`src/rtl/alu_pkg.sv`:
```
// Shared definitions for the 8051-style ALU: op_code values, widths and the
// bundle of result fields carried from the combinational core to the register.
package alu_pkg;

  localparam int DATA_W = 8;
  localparam int OP_W   = 4;

  localparam logic [OP_W-1:0] ALU_NOP = 4'd0;
  localparam logic [OP_W-1:0] ALU_ADD = 4'd1;
  localparam logic [OP_W-1:0] ALU_SUB = 4'd2;
  localparam logic [OP_W-1:0] ALU_MUL = 4'd3;
  localparam logic [OP_W-1:0] ALU_DIV = 4'd4;
  localparam logic [OP_W-1:0] ALU_DA  = 4'd5;
  localparam logic [OP_W-1:0] ALU_NOT = 4'd6;
  localparam logic [OP_W-1:0] ALU_AND = 4'd7;
  localparam logic [OP_W-1:0] ALU_XOR = 4'd8;
  localparam logic [OP_W-1:0] ALU_OR  = 4'd9;
  localparam logic [OP_W-1:0] ALU_RL  = 4'd10;
  localparam logic [OP_W-1:0] ALU_RLC = 4'd11;
  localparam logic [OP_W-1:0] ALU_RR  = 4'd12;
  localparam logic [OP_W-1:0] ALU_RRC = 4'd13;
  localparam logic [OP_W-1:0] ALU_INC = 4'd14;
  localparam logic [OP_W-1:0] ALU_XCH = 4'd15;

  typedef struct packed {
    logic [DATA_W-1:0] des1;
    logic [DATA_W-1:0] des2;
    logic [DATA_W-1:0] sub_result;
    logic              cy;
    logic              ac;
    logic              ov;
  } alu_res_t;

endpackage

```
`src/rtl/alu_core.sv`:
```
// Combinational ALU datapath: decodes op_code and produces the next value of
// every result field; the wrapper registers it.
module alu_core
  import alu_pkg::*;
(
  input  logic [OP_W-1:0]   op_code,
  input  logic [DATA_W-1:0] src1,
  input  logic [DATA_W-1:0] src2,
  input  logic [DATA_W-1:0] src3,
  input  logic              srcCy,
  input  logic              srcAc,
  input  logic              bit_in,
  output alu_res_t          o_res
);

  logic [DATA_W:0]     w_add;
  logic [DATA_W:0]     w_sub;
  logic [4:0]          w_add_nib;
  logic [4:0]          w_sub_nib;
  logic [2*DATA_W-1:0] w_prod;
  logic [DATA_W-1:0]   w_div_den;
  logic [DATA_W-1:0]   w_quot;
  logic [DATA_W-1:0]   w_rem;
  logic [DATA_W:0]     w_da1;
  logic [DATA_W:0]     w_da2;
  logic [2*DATA_W-1:0] w_inc;

  assign w_add     = {1'b0, src1} + {1'b0, src2} + {{DATA_W{1'b0}}, srcCy};
  assign w_sub     = {1'b0, src1} - {1'b0, src2} - {{DATA_W{1'b0}}, srcCy};
  assign w_add_nib = {1'b0, src1[3:0]} + {1'b0, src2[3:0]} + {4'd0, srcCy};
  assign w_sub_nib = {1'b0, src1[3:0]} - {1'b0, src2[3:0]} - {4'd0, srcCy};
  assign w_prod    = {{DATA_W{1'b0}}, src1} * {{DATA_W{1'b0}}, src2};

  // Divisor forced non-zero so the divider never sees x/0; the zero case is muxed out below.
  assign w_div_den = (src2 == '0) ? 8'd1 : src2;
  assign w_quot    = src1 / w_div_den;
  assign w_rem     = src1 % w_div_den;

  // Decimal adjust: the high-nibble step looks at the low-step result and its carry.
  assign w_da1 = ((src1[3:0] > 4'd9) || srcAc) ? ({1'b0, src1} + 9'h006) : {1'b0, src1};
  assign w_da2 = ((w_da1[7:4] > 4'd9) || srcCy || w_da1[8]) ?
                 ({1'b0, w_da1[7:0]} + 9'h060) : {1'b0, w_da1[7:0]};

  assign w_inc = {src3, src2} + 16'd1;

  always_comb begin
    o_res            = '0;
    o_res.des1       = src1;
    o_res.des2       = src2;
    o_res.sub_result = w_sub[DATA_W-1:0];
    o_res.cy         = srcCy;
    o_res.ac         = srcAc;
    o_res.ov         = 1'b0;
    unique case (op_code)
      ALU_NOP: ;
      ALU_ADD: begin
        o_res.des1 = w_add[DATA_W-1:0];
        o_res.cy   = w_add[DATA_W];
        o_res.ac   = w_add_nib[4];
        o_res.ov   = (src1[7] == src2[7]) && (w_add[7] != src1[7]);
      end
      ALU_SUB: begin
        o_res.des1 = w_sub[DATA_W-1:0];
        o_res.cy   = w_sub[DATA_W];
        o_res.ac   = w_sub_nib[4];
        o_res.ov   = (src1[7] != src2[7]) && (w_sub[7] != src1[7]);
      end
      ALU_MUL: begin
        o_res.des1 = w_prod[DATA_W-1:0];
        o_res.des2 = w_prod[2*DATA_W-1:DATA_W];
        o_res.cy   = 1'b0;
        o_res.ov   = |w_prod[2*DATA_W-1:DATA_W];
      end
      ALU_DIV: begin
        o_res.cy = 1'b0;
        if (src2 == '0) begin
          o_res.des1 = 8'hFF;
          o_res.des2 = 8'hFF;
          o_res.ov   = 1'b1;
        end else begin
          o_res.des1 = w_quot;
          o_res.des2 = w_rem;
        end
      end
      ALU_DA: begin
        o_res.des1 = w_da2[DATA_W-1:0];
        o_res.cy   = w_da1[8] | w_da2[8] | srcCy;
      end
      ALU_NOT: begin
        o_res.des1 = ~src1;
        o_res.cy   = ~srcCy;
      end
      ALU_AND: begin
        o_res.des1 = src1 & src2;
        o_res.cy   = srcCy & bit_in;
      end
      ALU_XOR: begin
        o_res.des1 = src1 ^ src2;
        o_res.cy   = srcCy ^ bit_in;
      end
      ALU_OR: begin
        o_res.des1 = src1 | src2;
        o_res.cy   = srcCy | bit_in;
      end
      ALU_RL:  o_res.des1 = {src1[6:0], src1[7]};
      ALU_RLC: begin
        o_res.des1 = {src1[6:0], srcCy};
        o_res.cy   = src1[7];
      end
      ALU_RR:  o_res.des1 = {src1[0], src1[7:1]};
      ALU_RRC: begin
        o_res.des1 = {srcCy, src1[7:1]};
        o_res.cy   = src1[0];
      end
      ALU_INC: begin
        o_res.des1 = w_inc[DATA_W-1:0];
        o_res.des2 = w_inc[2*DATA_W-1:DATA_W];
      end
      ALU_XCH: begin
        o_res.des1 = src2;
        o_res.des2 = src1;
      end
      default: ;
    endcase
  end

endmodule

```
`src/rtl/alu_modport.sv`:
```
// 8051-style ALU for the execute stage: combinational core followed by one
// output register, so every result appears one clock after its operands.
module alu_modport
  import alu_pkg::*;
(
  input  logic              clk,
  input  logic              rst,
  input  logic [OP_W-1:0]   op_code,
  input  logic [DATA_W-1:0] src1,
  input  logic [DATA_W-1:0] src2,
  input  logic [DATA_W-1:0] src3,
  input  logic              srcCy,
  input  logic              srcAc,
  input  logic              bit_in,
  output logic [DATA_W-1:0] des1,
  output logic [DATA_W-1:0] des2,
  output logic [DATA_W-1:0] des_acc,
  output logic [DATA_W-1:0] sub_result,
  output logic              desCy,
  output logic              desAc,
  output logic              desOv
);

  alu_res_t w_res_p0;
  alu_res_t r_res_p1;

  alu_core u_core (
    .op_code (op_code),
    .src1    (src1),
    .src2    (src2),
    .src3    (src3),
    .srcCy   (srcCy),
    .srcAc   (srcAc),
    .bit_in  (bit_in),
    .o_res   (w_res_p0)
  );

  // p0 -> p1: output register; reset clears results so nothing in flight survives rst.
  always_ff @(posedge clk or posedge rst) begin
    if (rst) r_res_p1 <= '0;
    else     r_res_p1 <= w_res_p0;
  end

  assign des1       = r_res_p1.des1;
  assign des_acc    = r_res_p1.des1;
  assign des2       = r_res_p1.des2;
  assign sub_result = r_res_p1.sub_result;
  assign desCy      = r_res_p1.cy;
  assign desAc      = r_res_p1.ac;
  assign desOv      = r_res_p1.ov;

endmodule

```
`config.mk`:
```
export PLATFORM = sky130hd
export DESIGN_NAME = alu_modport
export DESIGN_NICKNAME = d
export VERILOG_FILES = /design/src/rtl/alu_pkg.sv /design/src/rtl/alu_core.sv /design/src/rtl/alu_modport.sv
export SDC_FILE = /design/constraint.sdc
export NUM_CORES = 1
export LEC_CHECK = 0
export CORE_MARGIN = 2
export CORE_UTILIZATION = 43
export DETAILED_ROUTE_END_ITERATION = 8
export SLEW_MARGIN = 20
export SYNTH_ARGS = -nofsm -noshare
export SYNTH_HDL_FRONTEND = slang
export SYNTH_SLANG_ARGS = --single-unit
```
`constraint.sdc`:
```
create_clock -name clk -period 1.55 [get_ports clk]
set_input_delay 0.3875 -clock clk [delete_from_list [all_inputs] [get_ports clk]]
set_output_delay 0.3875 -clock clk [all_outputs]
set_load 0.01 [all_outputs]
```
* After elaboration in Yosys (flattened, before gate mapping)
Index checks and enable logic that the tools add are counted.
** Storage, ports and cells
- Register bits :: 27
- Input bits :: 33
- Output and inout port bits :: 35
- Word-level logic and storage cells :: 69
** Cells by class
- Add/sub/neg operators :: 11
- Multiply operators :: 1
- Div/mod/pow operators :: 2
- $lt $le $gt $ge :: 2
- Equality and inequality tests :: 19
- Multiplexer cells :: 10
- Bitwise gates (word level) :: 10
- Reduce and logical (&&, ||, !) cells :: 8
** Operator list (count)
- $pmux 8 s15 :: 1
- $eq 4x4->1 const B :: 8
- $pmux 8 s4 :: 1
- $mux 9 :: 2
- $add 16x1->16 const B :: 1
- $eq 4x3->1 const B :: 4
- $mul 8x8->16 :: 1
- $mux 16 :: 1
- $pmux 1 s10 :: 1
- $add 8x3->9 const B :: 1
- $add 8x7->9 const B :: 1
- $add 8x8->9 :: 1
- $add 9x1->9 :: 1
- $sub 8x8->9 :: 1
- $sub 9x1->9 :: 1
- $and 8x8->8 :: 1
- $div 8x8->8 :: 1
- $eq 4x2->1 const B :: 2
- $gt 4x4->1 const B :: 2
- $logic_not 8->1 :: 1
- $mod 8x8->8 :: 1
- $mux 8 :: 1
- $not 8->8 :: 1
- $or 8x8->8 :: 1
- other kinds (19) :: 26

* Depth between registers and ports, before layout
- Word-level depth :: 10
- Mapped depth :: 54
- Gate-level depth less buffers :: 51

* Hierarchy
A second synthesis with hierarchy kept.
** Unflattened totals
- Cell total of the unflattened synthesis :: 993
- Area total of the unflattened synthesis :: 7479.7 sq um
** Modules (own cells, without submodules)
- alu_core :: instances 1, cells each 957, area each 6740.2 sq um, seq. area each 0.0 sq um
- alu_modport :: instances 1, cells each 36, area each 739.5 sq um, seq. area each 675.6 sq um

* Worst setup path before layout
Ideal clock, no wire load.
- Path type :: input to register
- From :: input port src2[1]
- To :: register r_res_p1, in the netlist des2[7]
- Library setup time :: 0.124 ns
- Arrival time :: 11.138 ns
- Data required time :: 1.426 ns
- Path slack :: -9.712 ns
- Cell stages on the path :: 52
- Buffers on the path :: 4
- Path through :: clkbuf_1 > inv_1 > ha_1 > nor2b_1 > nand2_1 > nand2_1 > ha_1 > or4b_1 > a31oi_1 > nor2_1 > ha_1 > a21oi_1 > nand3_1 > and4b_1 > a21o_1 > ha_1 > a21oi_1 > a21boi_1 > [16 not listed] > mux2_1 > ha_1 > nand3_1 > nor2_1 > o211ai_1 > a311o_1 > clkbuf_1 > nand2_1 > o21ai_1 > fa_1 > a211oi_1 > o21bai_1 > a21oi_1 > a21oi_1 > nand2_1 > o221ai_1 > o32a_1 > o31a_1
** RTL lines
- start, declared :: RTL line alu_modport.sv:10 : input logic [DATA_W-1:0] src2,
- end signal, assigned :: RTL line alu_modport.sv:41 : else r_res_p1 <= w_res_p0;
- end, declared :: RTL line alu_modport.sv:25 : alu_res_t r_res_p1;

==> metrics.txt <==
# TYPE chip_impl_metric gauge
chip_impl_metric{name="area_of_all_placed_cells_without_fillers",unit="sq um"} 12900
chip_impl_metric{name="p_per_area",unit="nW/um^2"} 817
chip_impl_info{name="critical_path_most_common_cell",value="ha_4"} 1
chip_impl_info{name="worst_path_max_delay_cell",value="or4_4"} 1
chip_impl_metric{name="htreeDepth",unit=""} 1
chip_impl_info{name="cts_tree",value="done"} 1
chip_impl_metric{name="place.detailed.hpwl",unit="microns"} 25700
chip_impl_metric{name="fp-row-count",unit=""} 48
chip_impl_metric{name="worst-endpoint-required",unit="ps"} 1710
chip_impl_info{name="path_class",value="input port to flip-flop"} 1
chip_impl_metric{name="detail_route.wl_per_cell",unit="microns"} 20.7
chip_impl_metric{name="vias_per_cell",unit=""} 5.71
chip_impl_metric{name="dpl-instance-area",unit="sq um"} 11200
chip_impl_metric{name="via_count",unit=""} 9282
chip_impl_metric{name="i_o_pin_count",unit=""} 68
chip_impl_info{name="highest_count_cells_in_the_layout_ignoring_fill_and_taps",value="338 x buf_4, 90 x nor2_1, 79 x nand2_1, 71 x inv_1, 70 x ha_1"} 1
chip_impl_metric{name="antennaDiodeCount",unit=""} 0
chip_impl_metric{name="finalSetupViolCount",unit=""} 27
chip_impl_metric{name="dp.cells",unit=""} 1567
chip_impl_metric{name="hold_ws",unit="ps"} 472
chip_impl_metric{name="detail_route.wirelength",unit="microns"} 33700
chip_impl_metric{name="syn_inst",unit=""} 992
chip_impl_metric{name="placeableCoreArea",unit="sq um"} 17100
chip_impl_metric{name="total_switching_power",unit="mW"} 4.68
chip_impl_info{name="synthTopCellsByArea",value="ha_1 18%, fa_1 11%, dfrtp_1 9.0%"} 1
chip_impl_metric{name="drcViolationCount",unit=""} 0
chip_impl_metric{name="layout_worst_path_cycle_share",unit=""} 6.48
chip_impl_metric{name="power.internal",unit="mW"} 5.90
chip_impl_info{name="cts_root_buffer_type",value="clkbuf_16"} 1
chip_impl_metric{name="gr-total-overflow",unit=""} 0
chip_impl_metric{name="via_count_of_the_first_global_routing_pass",unit=""} 9167
chip_impl_metric{name="synthesis.yosys.warnings",unit=""} 0
chip_impl_metric{name="relSlewSlack",unit=""} 0.623
chip_impl_metric{name="synth_seq_cells",unit=""} 27
chip_impl_metric{name="switching_portion_of_total_power",unit=""} 0.442
chip_impl_metric{name="die_area",unit="sq um"} 18500
chip_impl_metric{name="final_net_count",unit=""} 1581
chip_impl_info{name="most_frequent_standard_cell_in_the_layout_excluding_fill_and_tap_cells",value="buf_4"} 1
chip_impl_metric{name="netlist-cell-type-count",unit=""} 85
chip_impl_metric{name="async_flop_share",unit=""} 1.00
chip_impl_metric{name="post_synth_instance_area",unit="sq um"} 7470
chip_impl_info{name="critPathLaunchType",value="input port"} 1
chip_impl_metric{name="finalNonFillerCells",unit=""} 1626
chip_impl_info{name="violations",value="negative setup slack"} 1
chip_impl_metric{name="total_leakage_power",unit="nW"} 6.15
chip_impl_info{name="grt_setup_unrepaired",value="true"} 1
chip_impl_metric{name="tightestPinTransition",unit="ps"} 561
chip_impl_metric{name="hold_viol",unit=""} 0
chip_impl_metric{name="drive_above_1_share",unit=""} 0.438
chip_impl_metric{name="comb_power_share",unit=""} 0.861
chip_impl_metric{name="vdd.ir_drop.worst",unit="uV"} 1450
chip_impl_metric{name="horizontal_extent_of_the_die",unit="microns"} 136
chip_impl_metric{name="final.min_clock_period",unit="ps"} 10050
chip_impl_metric{name="critical_path_peak_fanout",unit=""} 7
chip_impl_metric{name="grt_max_degree",unit=""} 28
chip_impl_metric{name="grt_usage",unit=""} 0.365
chip_impl_metric{name="postSynthAreaPerCell",unit="sq um"} 7.53
chip_impl_metric{name="max_freq",unit="GHz"} 0.0995
chip_impl_metric{name="clk_transition_reported_paths",unit="ps"} 70
chip_impl_metric{name="cts.path.max_buffers",unit=""} 2
chip_impl_metric{name="max_stage_delay",unit="ps"} 510
chip_impl_metric{name="port-buffer-count",unit=""} 67
chip_impl_metric{name="post_synth_edffs",unit=""} 0
chip_impl_metric{name="fin_ws",unit="ps"} -8500
chip_impl_metric{name="power.share.clock",unit=""} 0.056
chip_impl_metric{name="drt_first_iter_violations",unit=""} 772
chip_impl_metric{name="maxCapViolations",unit=""} 0
chip_impl_info{name="worst_hold_path_type",value="input port to async pin"} 1
chip_impl_metric{name="cts_sinks",unit=""} 27
chip_impl_metric{name="floorplan.die.height",unit="microns"} 136
chip_impl_metric{name="number_of_iterations_in_the_first_detailed_routing_pass",unit=""} 5
chip_impl_info{name="outcome",value="finished, violations left"} 1
chip_impl_metric{name="initial_antenna_violation_count",unit=""} 1
chip_impl_metric{name="p_seq_frac",unit=""} 0.083
chip_impl_info{name="setup.worst_path.end_class",value="flip-flop"} 1
chip_impl_metric{name="final_antenna_net_count",unit=""} 0
chip_impl_metric{name="first_pass_grt_wire_length",unit="microns"} 51100
chip_impl_metric{name="seq_area_frac_synth",unit=""} 0.0904
chip_impl_metric{name="area_delta_synth_final",unit="%"} 73.3
chip_impl_metric{name="initial_cell_density_of_the_core",unit=""} 0.437
chip_impl_info{name="post-synth-top-area-cell",value="ha_1"} 1
chip_impl_info{name="synth_top_flop_cell",value="dfrtp_1"} 1
chip_impl_metric{name="placer_congestion_estimate",unit=""} 0.979
chip_impl_metric{name="postSynthNetCount",unit=""} 1171
chip_impl_metric{name="cp_data_arrival_time",unit="ps"} 10210
chip_impl_metric{name="synth_largest_type_area_fraction",unit=""} 0.176
chip_impl_metric{name="slew_violations",unit=""} 0
chip_impl_metric{name="tritoncts.num_buffers",unit=""} 3
[cell usage after synthesis (all sizes together) (3+ instances only)]
library cell,count
a211o,4
a211oi,17
a21boi,3
a21o,9
a21oi,62
a221oi,6
a222oi,3
a22o,3
a22oi,6
a311oi,4
a31oi,12
and2,8
and3,6
and4,4
buf,16
clkbuf,42
dfrtp,27
fa,41
ha,105
inv,91
mux2,7
mux2i,7
nand2,91
nand2b,8
nand3,37
nand4,8
nor2,105
nor2b,20
nor3,22
nor4,7
o211ai,8
o21a,15
o21ai,52
o21bai,9
o221ai,4
o22ai,4
o2bb2ai,5
o31a,3
o31ai,5
o32a,3
or3,7
or4,4
xnor2,40
xor2,18
[power by group through the flow]
stage | Clock, mW | Combinational [mW] | Sequential [mW]
2_1_floorplan | 0 | 3.77 | 0.965
5_1_grt | 0.644 | 9.79 | 0.888
3_5_place_dp | 0 | 7.49 | 0.895
4_1_cts | 0.612 | 8.40 | 0.881
3_3_place_gp | 0 | 7.45 | 0.889
6_report | 0.595 | 9.11 | 0.876
[final timing paths]
path	startpoint	endpoint	slack, ps	cells after the start
max	src2[4]	des2[7]	-8500	51
min in group clk	src1[0]	des1[0]	630	5
min	rst	des2[5]	470	3
max in group asynchronous	rst	sub_result[1]	810	3
[layer usage]
layer / share of wire / up-vias / GRT usage
met2: 0.45 / 425 / 0.579
met1: 0.41 / 4432 / 0.491
met4: 0.050 / 2 / 0.156
met3: 0.088 / 104 / 0.0585
met5: 0.00036 / - / 0
li1: - / 4319 / -
[flip-flops by register name, indices dropped and copies added (netlist names)]
name and flops:
sub_result 8, desCy 1, desOv 1, desAc 1, des1 8, des2 8
[cells by family (layout without fill, tap and decap cells)]
logic type,count (synthesis),count (layout),synth area share
simple gates,338,338,0.218
compound gates,257,257,0.233
buf+inv,151,560,0.0819
fa+ha+maj,146,146,0.286
xor+xnor,58,58,0.0680
flops,27,27,0.0904
mux,15,15,0.0239
[stage by stage]
stage | total power, mW | utilization | setup TNS [ps] | setup slack (ps)
after floorplan | 4.73 | - | -107570 | -8550
after global placement | 8.34 | 0.654 | -132870 | -9100
after detailed placement | 8.39 | 0.654 | -135440 | -9350
after CTS | 9.90 | 0.720 | -109000 | -8340
after global routing | 11.3 | 0.757 | -116810 | -8810
final | 10.6 | 0.757 | -112400 | -8500
[critical path, delay by kind of cell]
| family | cells | cell delay (ps) |
|---|---|---|
| AO/OA/AOI/OAI | 23 | 4310 |
| AND/OR/NAND/NOR | 17 | 2910 |
| adder cells (fa/ha/maj) | 7 | 1980 |
| multiplexers | 1 | 320 |
| buffers and inverters | 3 | 300 |
[repair_timing]
item,CTS,global route
hold buffers,0,0
pin swaps,78,79
resized for setup,213,114
buffers inserted,33,25
gates cloned,2,0
endpoints found under the setup margin,30,46
[cell type report]
type | instances | area (sq um)
clock buffer | 3 | 75.1
clock inverter | 1 | 7.51
fill | 1302 | 4170
inverter | 93 | 385
multi-input combinational | 814 | 7410
sequential | 27 | 676
tap | 225 | 282
timing repair buffer | 463 | 4110
No activity file was read; power rests on OpenSTA's default activity.
